### src/rtl/branch_pkg.sv
`default_nettype none
// ============================================================================
// Module   : branch_pkg
// Purpose  : Shared definitions for the branch resolution controller:
//            branch funct3 encodings, controller state encoding and the
//            default datapath width.
// Revision : 1.0 - initial release
// ============================================================================
package branch_pkg;

  localparam int XLEN_DEFAULT = 32;

  // RV32I conditional-branch funct3 encodings (010/011 are reserved)
  localparam logic [2:0] F3_BEQ  = 3'b000;
  localparam logic [2:0] F3_BNE  = 3'b001;
  localparam logic [2:0] F3_BLT  = 3'b100;
  localparam logic [2:0] F3_BGE  = 3'b101;
  localparam logic [2:0] F3_BLTU = 3'b110;
  localparam logic [2:0] F3_BGEU = 3'b111;

  typedef enum logic [1:0] {
    IDLE  = 2'd0,
    CMP   = 2'd1,
    ISSUE = 2'd2
  } state_e;

endpackage
`default_nettype wire

### src/rtl/branch_cmp_core.sv
`default_nettype none
// ============================================================================
// Module   : branch_cmp_core
// Purpose  : Combinational branch condition evaluator covering all six RV32I
//            conditional branches.
// Ports    : in1, in2  - operands (rs1, rs2)
//            funct3    - branch condition select
//            take      - condition holds (0 when funct3 is illegal)
//            illegal   - funct3 is a reserved encoding (010 / 011)
// Revision : 1.0 - initial release
// ============================================================================
module branch_cmp_core
  import branch_pkg::*;
#(
  parameter int XLEN = XLEN_DEFAULT
) (
  input  logic [XLEN-1:0] in1,
  input  logic [XLEN-1:0] in2,
  input  logic [2:0]      funct3,
  output logic            take,
  output logic            illegal
);

  logic eq;
  logic lt_s;
  logic lt_u;

  assign eq   = (in1 == in2);
  assign lt_s = ($signed(in1) < $signed(in2));
  assign lt_u = (in1 < in2);

  always_comb begin
    take    = 1'b0;
    illegal = 1'b0;
    case (funct3)
      F3_BEQ:  take = eq;
      F3_BNE:  take = ~eq;
      F3_BLT:  take = lt_s;
      F3_BGE:  take = ~lt_s;
      F3_BLTU: take = lt_u;
      F3_BGEU: take = ~lt_u;
      default: illegal = 1'b1;
    endcase
  end

endmodule
`default_nettype wire

### src/rtl/branch_ctrl.sv
`default_nettype none
// ============================================================================
// Module   : branch_ctrl
// Purpose  : Branch resolution sequencer. Accepts one branch from decode,
//            registers its operands, evaluates the condition, and on a taken
//            aligned branch offers a redirect to fetch, pulsing FLUSH on the
//            accepting cycle.
// Ports    : clk, rst_n                  - clock, async active-low reset
//            req_valid/req_ready         - decode handshake
//            req_funct3/pc/imm, in1/in2  - branch request payload
//            redir_valid/ready, redir_pc - redirect handshake to fetch
//            flush, done, taken, err     - single-cycle status pulses
//            taken_cnt, ntaken_cnt       - outcome counters (BRANCH_STATS_EN)
// Config   : define BRANCH_STATS_EN to add saturating outcome counters.
// Revision : 1.0 - initial release
// ============================================================================
module branch_ctrl
  import branch_pkg::*;
#(
  parameter int XLEN  = XLEN_DEFAULT,
  parameter int CNT_W = 16
) (
  input  logic             clk,
  input  logic             rst_n,
  input  logic             req_valid,
  output logic             req_ready,
  input  logic [2:0]       req_funct3,
  input  logic [XLEN-1:0]  req_pc,
  input  logic [XLEN-1:0]  req_imm,
  input  logic [XLEN-1:0]  in1,
  input  logic [XLEN-1:0]  in2,
  output logic             redir_valid,
  input  logic             redir_ready,
  output logic [XLEN-1:0]  redir_pc,
  output logic             flush,
  output logic             done,
  output logic             taken,
`ifdef BRANCH_STATS_EN
  output logic [CNT_W-1:0] taken_cnt,
  output logic [CNT_W-1:0] ntaken_cnt,
`endif
  output logic             err
);

  state_e            state_q, state_d;
  logic [2:0]        funct3_q, funct3_d;
  logic [XLEN-1:0]   pc_q, pc_d;
  logic [XLEN-1:0]   imm_q, imm_d;
  logic [XLEN-1:0]   in1_q, in1_d;
  logic [XLEN-1:0]   in2_q, in2_d;
  logic [XLEN-1:0]   redir_pc_q, redir_pc_d;

  logic              cmp_take;
  logic              cmp_illegal;
  logic [XLEN-1:0]   target;

  branch_cmp_core #(.XLEN(XLEN)) u_cmp (
    .in1     (in1_q),
    .in2     (in2_q),
    .funct3  (funct3_q),
    .take    (cmp_take),
    .illegal (cmp_illegal)
  );

  // Wrapping add: the carry out is intentionally dropped.
  assign target = pc_q + imm_q;

  assign req_ready   = (state_q == IDLE);
  assign redir_valid = (state_q == ISSUE);
  assign redir_pc    = redir_pc_q;

  always_comb begin
    state_d    = state_q;
    funct3_d   = funct3_q;
    pc_d       = pc_q;
    imm_d      = imm_q;
    in1_d      = in1_q;
    in2_d      = in2_q;
    redir_pc_d = redir_pc_q;
    flush      = 1'b0;
    done       = 1'b0;
    taken      = 1'b0;
    err        = 1'b0;

    case (state_q)
      IDLE: begin
        if (req_valid) begin
          funct3_d = req_funct3;
          pc_d     = req_pc;
          imm_d    = req_imm;
          in1_d    = in1;
          in2_d    = in2;
          state_d  = CMP;
        end
      end
      CMP: begin
        if (cmp_illegal) begin
          err     = 1'b1;
          done    = 1'b1;
          state_d = IDLE;
        end else if (cmp_take) begin
          if (target[1:0] != 2'b00) begin
            // Misaligned target: resolve as an error, never redirect.
            err     = 1'b1;
            done    = 1'b1;
            state_d = IDLE;
          end else begin
            redir_pc_d = target;
            state_d    = ISSUE;
          end
        end else begin
          done    = 1'b1;
          state_d = IDLE;
        end
      end
      ISSUE: begin
        if (redir_ready) begin
          flush   = 1'b1;
          done    = 1'b1;
          taken   = 1'b1;
          state_d = IDLE;
        end
      end
      default: state_d = IDLE;
    endcase
  end

  always_ff @(posedge clk or negedge rst_n) begin
    if (!rst_n) begin
      state_q    <= IDLE;
      funct3_q   <= '0;
      pc_q       <= '0;
      imm_q      <= '0;
      in1_q      <= '0;
      in2_q      <= '0;
      redir_pc_q <= '0;
    end else begin
      state_q    <= state_d;
      funct3_q   <= funct3_d;
      pc_q       <= pc_d;
      imm_q      <= imm_d;
      in1_q      <= in1_d;
      in2_q      <= in2_d;
      redir_pc_q <= redir_pc_d;
    end
  end

`ifdef BRANCH_STATS_EN
  logic [CNT_W-1:0] taken_cnt_q, taken_cnt_d;
  logic [CNT_W-1:0] ntaken_cnt_q, ntaken_cnt_d;

  // Error resolutions report taken=0 and therefore count as not-taken.
  always_comb begin
    taken_cnt_d  = taken_cnt_q;
    ntaken_cnt_d = ntaken_cnt_q;
    if (done && taken && (taken_cnt_q != {CNT_W{1'b1}})) begin
      taken_cnt_d = taken_cnt_q + 1'b1;
    end
    if (done && !taken && (ntaken_cnt_q != {CNT_W{1'b1}})) begin
      ntaken_cnt_d = ntaken_cnt_q + 1'b1;
    end
  end

  always_ff @(posedge clk or negedge rst_n) begin
    if (!rst_n) begin
      taken_cnt_q  <= '0;
      ntaken_cnt_q <= '0;
    end else begin
      taken_cnt_q  <= taken_cnt_d;
      ntaken_cnt_q <= ntaken_cnt_d;
    end
  end

  assign taken_cnt  = taken_cnt_q;
  assign ntaken_cnt = ntaken_cnt_q;
`endif

endmodule
`default_nettype wire

### config.mk
export PLATFORM = sky130hd
export DESIGN_NAME = branch_ctrl
export DESIGN_NICKNAME = d
export VERILOG_FILES = /design/src/rtl/branch_pkg.sv /design/src/rtl/branch_cmp_core.sv /design/src/rtl/branch_ctrl.sv
export SDC_FILE = /design/constraint.sdc
export NUM_CORES = 1
export LEC_CHECK = 0
export BUFFER_PORTS_ARGS = -buffer_cell sky130_fd_sc_hd__buf_4
export CAP_MARGIN = 20
export CORE_MARGIN = 10
export CORE_UTILIZATION = 55
export DETAILED_ROUTE_END_ITERATION = 12
export PLACE_DENSITY = 0.8
export SYNTH_ARGS = -nofsm -noshare
export SYNTH_HDL_FRONTEND = slang
export SYNTH_HIERARCHICAL = 1
export SYNTH_SLANG_ARGS = --single-unit
### constraint.sdc
create_clock -name clk -period 3.6 [get_ports clk]
set_input_delay 0.9 -clock clk [delete_from_list [all_inputs] [get_ports clk]]
set_output_delay 0.9 -clock clk [all_outputs]
set_load 0.02 [all_outputs]
==> run_results.csv <==
group,metric,value,unit
run_status,outcome,"complete, but fails checks",
run_status,violations,"negative setup slack",
cts,h-tree-depth,4,
logic_synthesis,synth_ff_type,"dfrtp_1",
cells_and_area,stdcell_count,1190,
grt,antenna_found_initial,0,
worst_setup_path,cpPeakStageDelay,0.51,ns
logic_synthesis,netlist_area,0.008777,mm^2
logic_synthesis,synth_xor_xnor_area_share,0.02495,
routing,wl_per_cell,17.80,um
die,fp-row-count,46,
sta,layout_setup_ws,-0.4198,ns
cts,max-clock-path-buffers,2,
sta,tightest_slew,0.6930,ns
place,gp_congestion,0.8628,
die,dieArea,0.02141,mm^2
sta,rsz0062_at_grt,"yes",
grt,first_global_vias,7096,
logic_synthesis,ys_warn_count,6,
cts,cts_tree,"done",
routing,drc,0,
routing,antenna_left,0,
logic_synthesis,muxShareOfSynthArea,0.1715,
logic_synthesis,synthSimpleGateAreaFrac,0.08553,
logic_synthesis,synthCells,779,
sta,min_period_over_period,1.117,
routing,drt_iter0_markers,383,
logic_synthesis,synth_top_family_by_area,"multiplexers",
die,chipHeight,146.3,um
cts,clock_latency,0.43,ns
logic_synthesis,synth-seq-cells,165,
cts,cts_root_buf,"clkbuf_16",
worst_setup_path,cp-end-kind,"output pin",
logic_synthesis,synth_area_leaders,"dfrtp_1, mux2_2, ha_1, nand2_1, a21oi_1",
logic_synthesis,synth-adder-area-share,0.09636,
worst_setup_path,crit_buf_inv,3,
logic_synthesis,avgSynthCellArea,11.27,um^2
die,io_pins,173,
cts,clk_pin_slew,0.07,ns
cells_and_area,drive_above_1_share,0.4086,
die,die_w,146.3,um
power,peakVddDrop,0.5038,mV
worst_setup_path,cp.required,2.70,ns
worst_setup_path,cp_max_fo,3,
grt,grt_overflow_total,0,
cells_and_area,num-nets-final,1163,
routing,wirelength,21190,um
sta,setup_viol,2,
cts,ctsHoldBuffers,0,
place,placedCellCount,1153,
worst_setup_path,start_kind,"flip-flop",
grt,grt_pass1_wl,35200,um
cts,cts.sinks,165,
place,hpwl,16160,um
sta,clock.fmax,0.2488,GHz
logic_synthesis,ys_seq_area_frac,0.4704,
logic_synthesis,synth_compound_area_frac,0.1207,
power,leakage,5.258,nW
sta,finalClockSkew,0.01373,ns
cts,cts_buffers,17,
routing,dr.pass1.iters,4,
routing,dr_total_vias,6554,
logic_synthesis,synth_top_area_cell,"dfrtp_1",
sta,drv_slew,0,
grt,grt_use_total,0.1998,
job,maxCapViolations,0,
grt,grt_max_degree,69,
logic_synthesis,synth_edf_count,0,
die,core_area,0.01577,mm^2
die,start_util,0.5566,
logic_synthesis,async_flop_share,1.000,
worst_setup_path,cpMostUsedCell,"inv_1",
logic_synthesis,syn_nets,981,
worst_setup_path,crit_family,"simple AND/OR/NAND/NOR gates",
cells_and_area,final_common_cell,"buf_4",
cells_and_area,syn2layout_area_growth,27.71,%
cells_and_area,diodes,0,
power,p_total,11.97,mW
sta,fin_crit,4.020,ns
worst_setup_path,crit_chain,"inv_1 > ha_1 > nand4_1 > inv_1 > a221oi_2 > o22ai_2 > or4_1 > a31o_1 > nor4b_4 > nor2b_2 > o21a_1 > buf_6",
worst_setup_path,crit_type,"reg -> out",
logic_synthesis,synth_cell_types,63,
cells_and_area,layout_common_cells,"buf_4, dfrtp_1, mux2_2",
routing,post_drt_via_cell_ratio,5.508,
logic_synthesis,synth_top_area_share,0.4704,
place,portBuffers,172,
place,dp_slack,-0.07765,ns
sta,finalHoldViolations,0,
worst_setup_path,cp_slowest_cell,"or4_1",
power,powerDensity,1068,mW/mm^2
worst_setup_path,critical_path_arrival,3.12,ns
sta,slew_headroom,0.5380,
min_path,hold_path.class,"in -> async",
[cell families (layout without fill, tap and decap cells)]
kind of cell             after synthesis  count (layout)
AND/OR/NAND/NOR                      159             159
flip-flops                           165             165
XOR/XNOR                              25              25
AO/OA/AOI/OAI                        159             159
adder cells (fa/ha/maj)               67              67
buffers and inverters                 70             265
multiplexers                         134             134
[synth_stat cells (all sizes together), types with 11 or more instances]
cell,n
inv,39
nand2,68
xnor2,14
nand4,12
xor2,11
o21ai,46
dfrtp,165
a21oi,46
mux2,131
clkbuf,25
nand3,12
nor2,27
ha,66
[layer usage]
metal / global-route usage / vias up / wire length, um
li1: - / 3172 / -
met1: 0.2371 / 3170 / 9053
met2: 0.3317 / 181 / 10190
met3: 0.06860 / 31 / 1494
met4: 0.06807 / 0 / 450
met5: 0 / - / 0
[report_power, final]
| part | internal [mW] | switching [mW] | total, mW | leakage, nW |
|---|---|---|---|---|
| combinational | 3.21 | 3.57 | 6.79 | 2.99 |
| sequential | 2.77 | 0.573 | 3.34 | 1.97 |
| clock | 1.10 | 0.740 | 1.84 | 0.293 |
[final timing paths]
kind | start | endpoint | slack (ns) | depth (start not counted)
max | in2_q[25] | done | -0.42 | 12
min | rst_n | pc_q[11] | 0.46 | 1
max reg2reg | in2_q[25] | redir_pc[28] | 0.34 | 14
min reg2reg | redir_pc[23] | redir_pc[23] | 0.48 | 2
max in group asynchronous | rst_n | pc_q[25] | 2.30 | 2
min in group clk | redir_pc[23] | redir_pc[23] | 0.48 | 2
[stage by stage]
stage	hold slack [ns]	TNS, ns	utilization	area [um^2]
after floorplan	0.4794	0	-	8777
after global placement	0.4651	-0.04276	0.6600	10410
after detailed placement	0.4722	-0.07765	0.6600	10410
after CTS	0.4762	-0.6179	0.7030	11090
after global routing	0.5005	-0.9992	0.7108	11210
final	0.4612	-0.6976	0.7108	11210
[state kept, by name (all words and copies together) (netlist names)]
signal and count:
imm_q 32, in1_q 32, in2_q 32, pc_q 32
redir_pc 32, funct3_q 3, state_q 2
[area by class of cell]
class                      count  area, um^2
timing repair buffer         194        1518
sequential                   165        4129
fill                        1209        4561
inverter                      39       146.4
clock buffer                  22       484.2
multi-input combinational    544        4542
tap                          216       270.3
clock inverter                10       120.1
[timing repair]
item | 4_1_cts | 5_1_grt
pin swaps | 14 | 10
resized for setup | 11 | 17
setup buffers | 3 | 2
endpoints found under the setup margin | 2 | 2
Note: power is estimated with default switching activity, not from simulation.
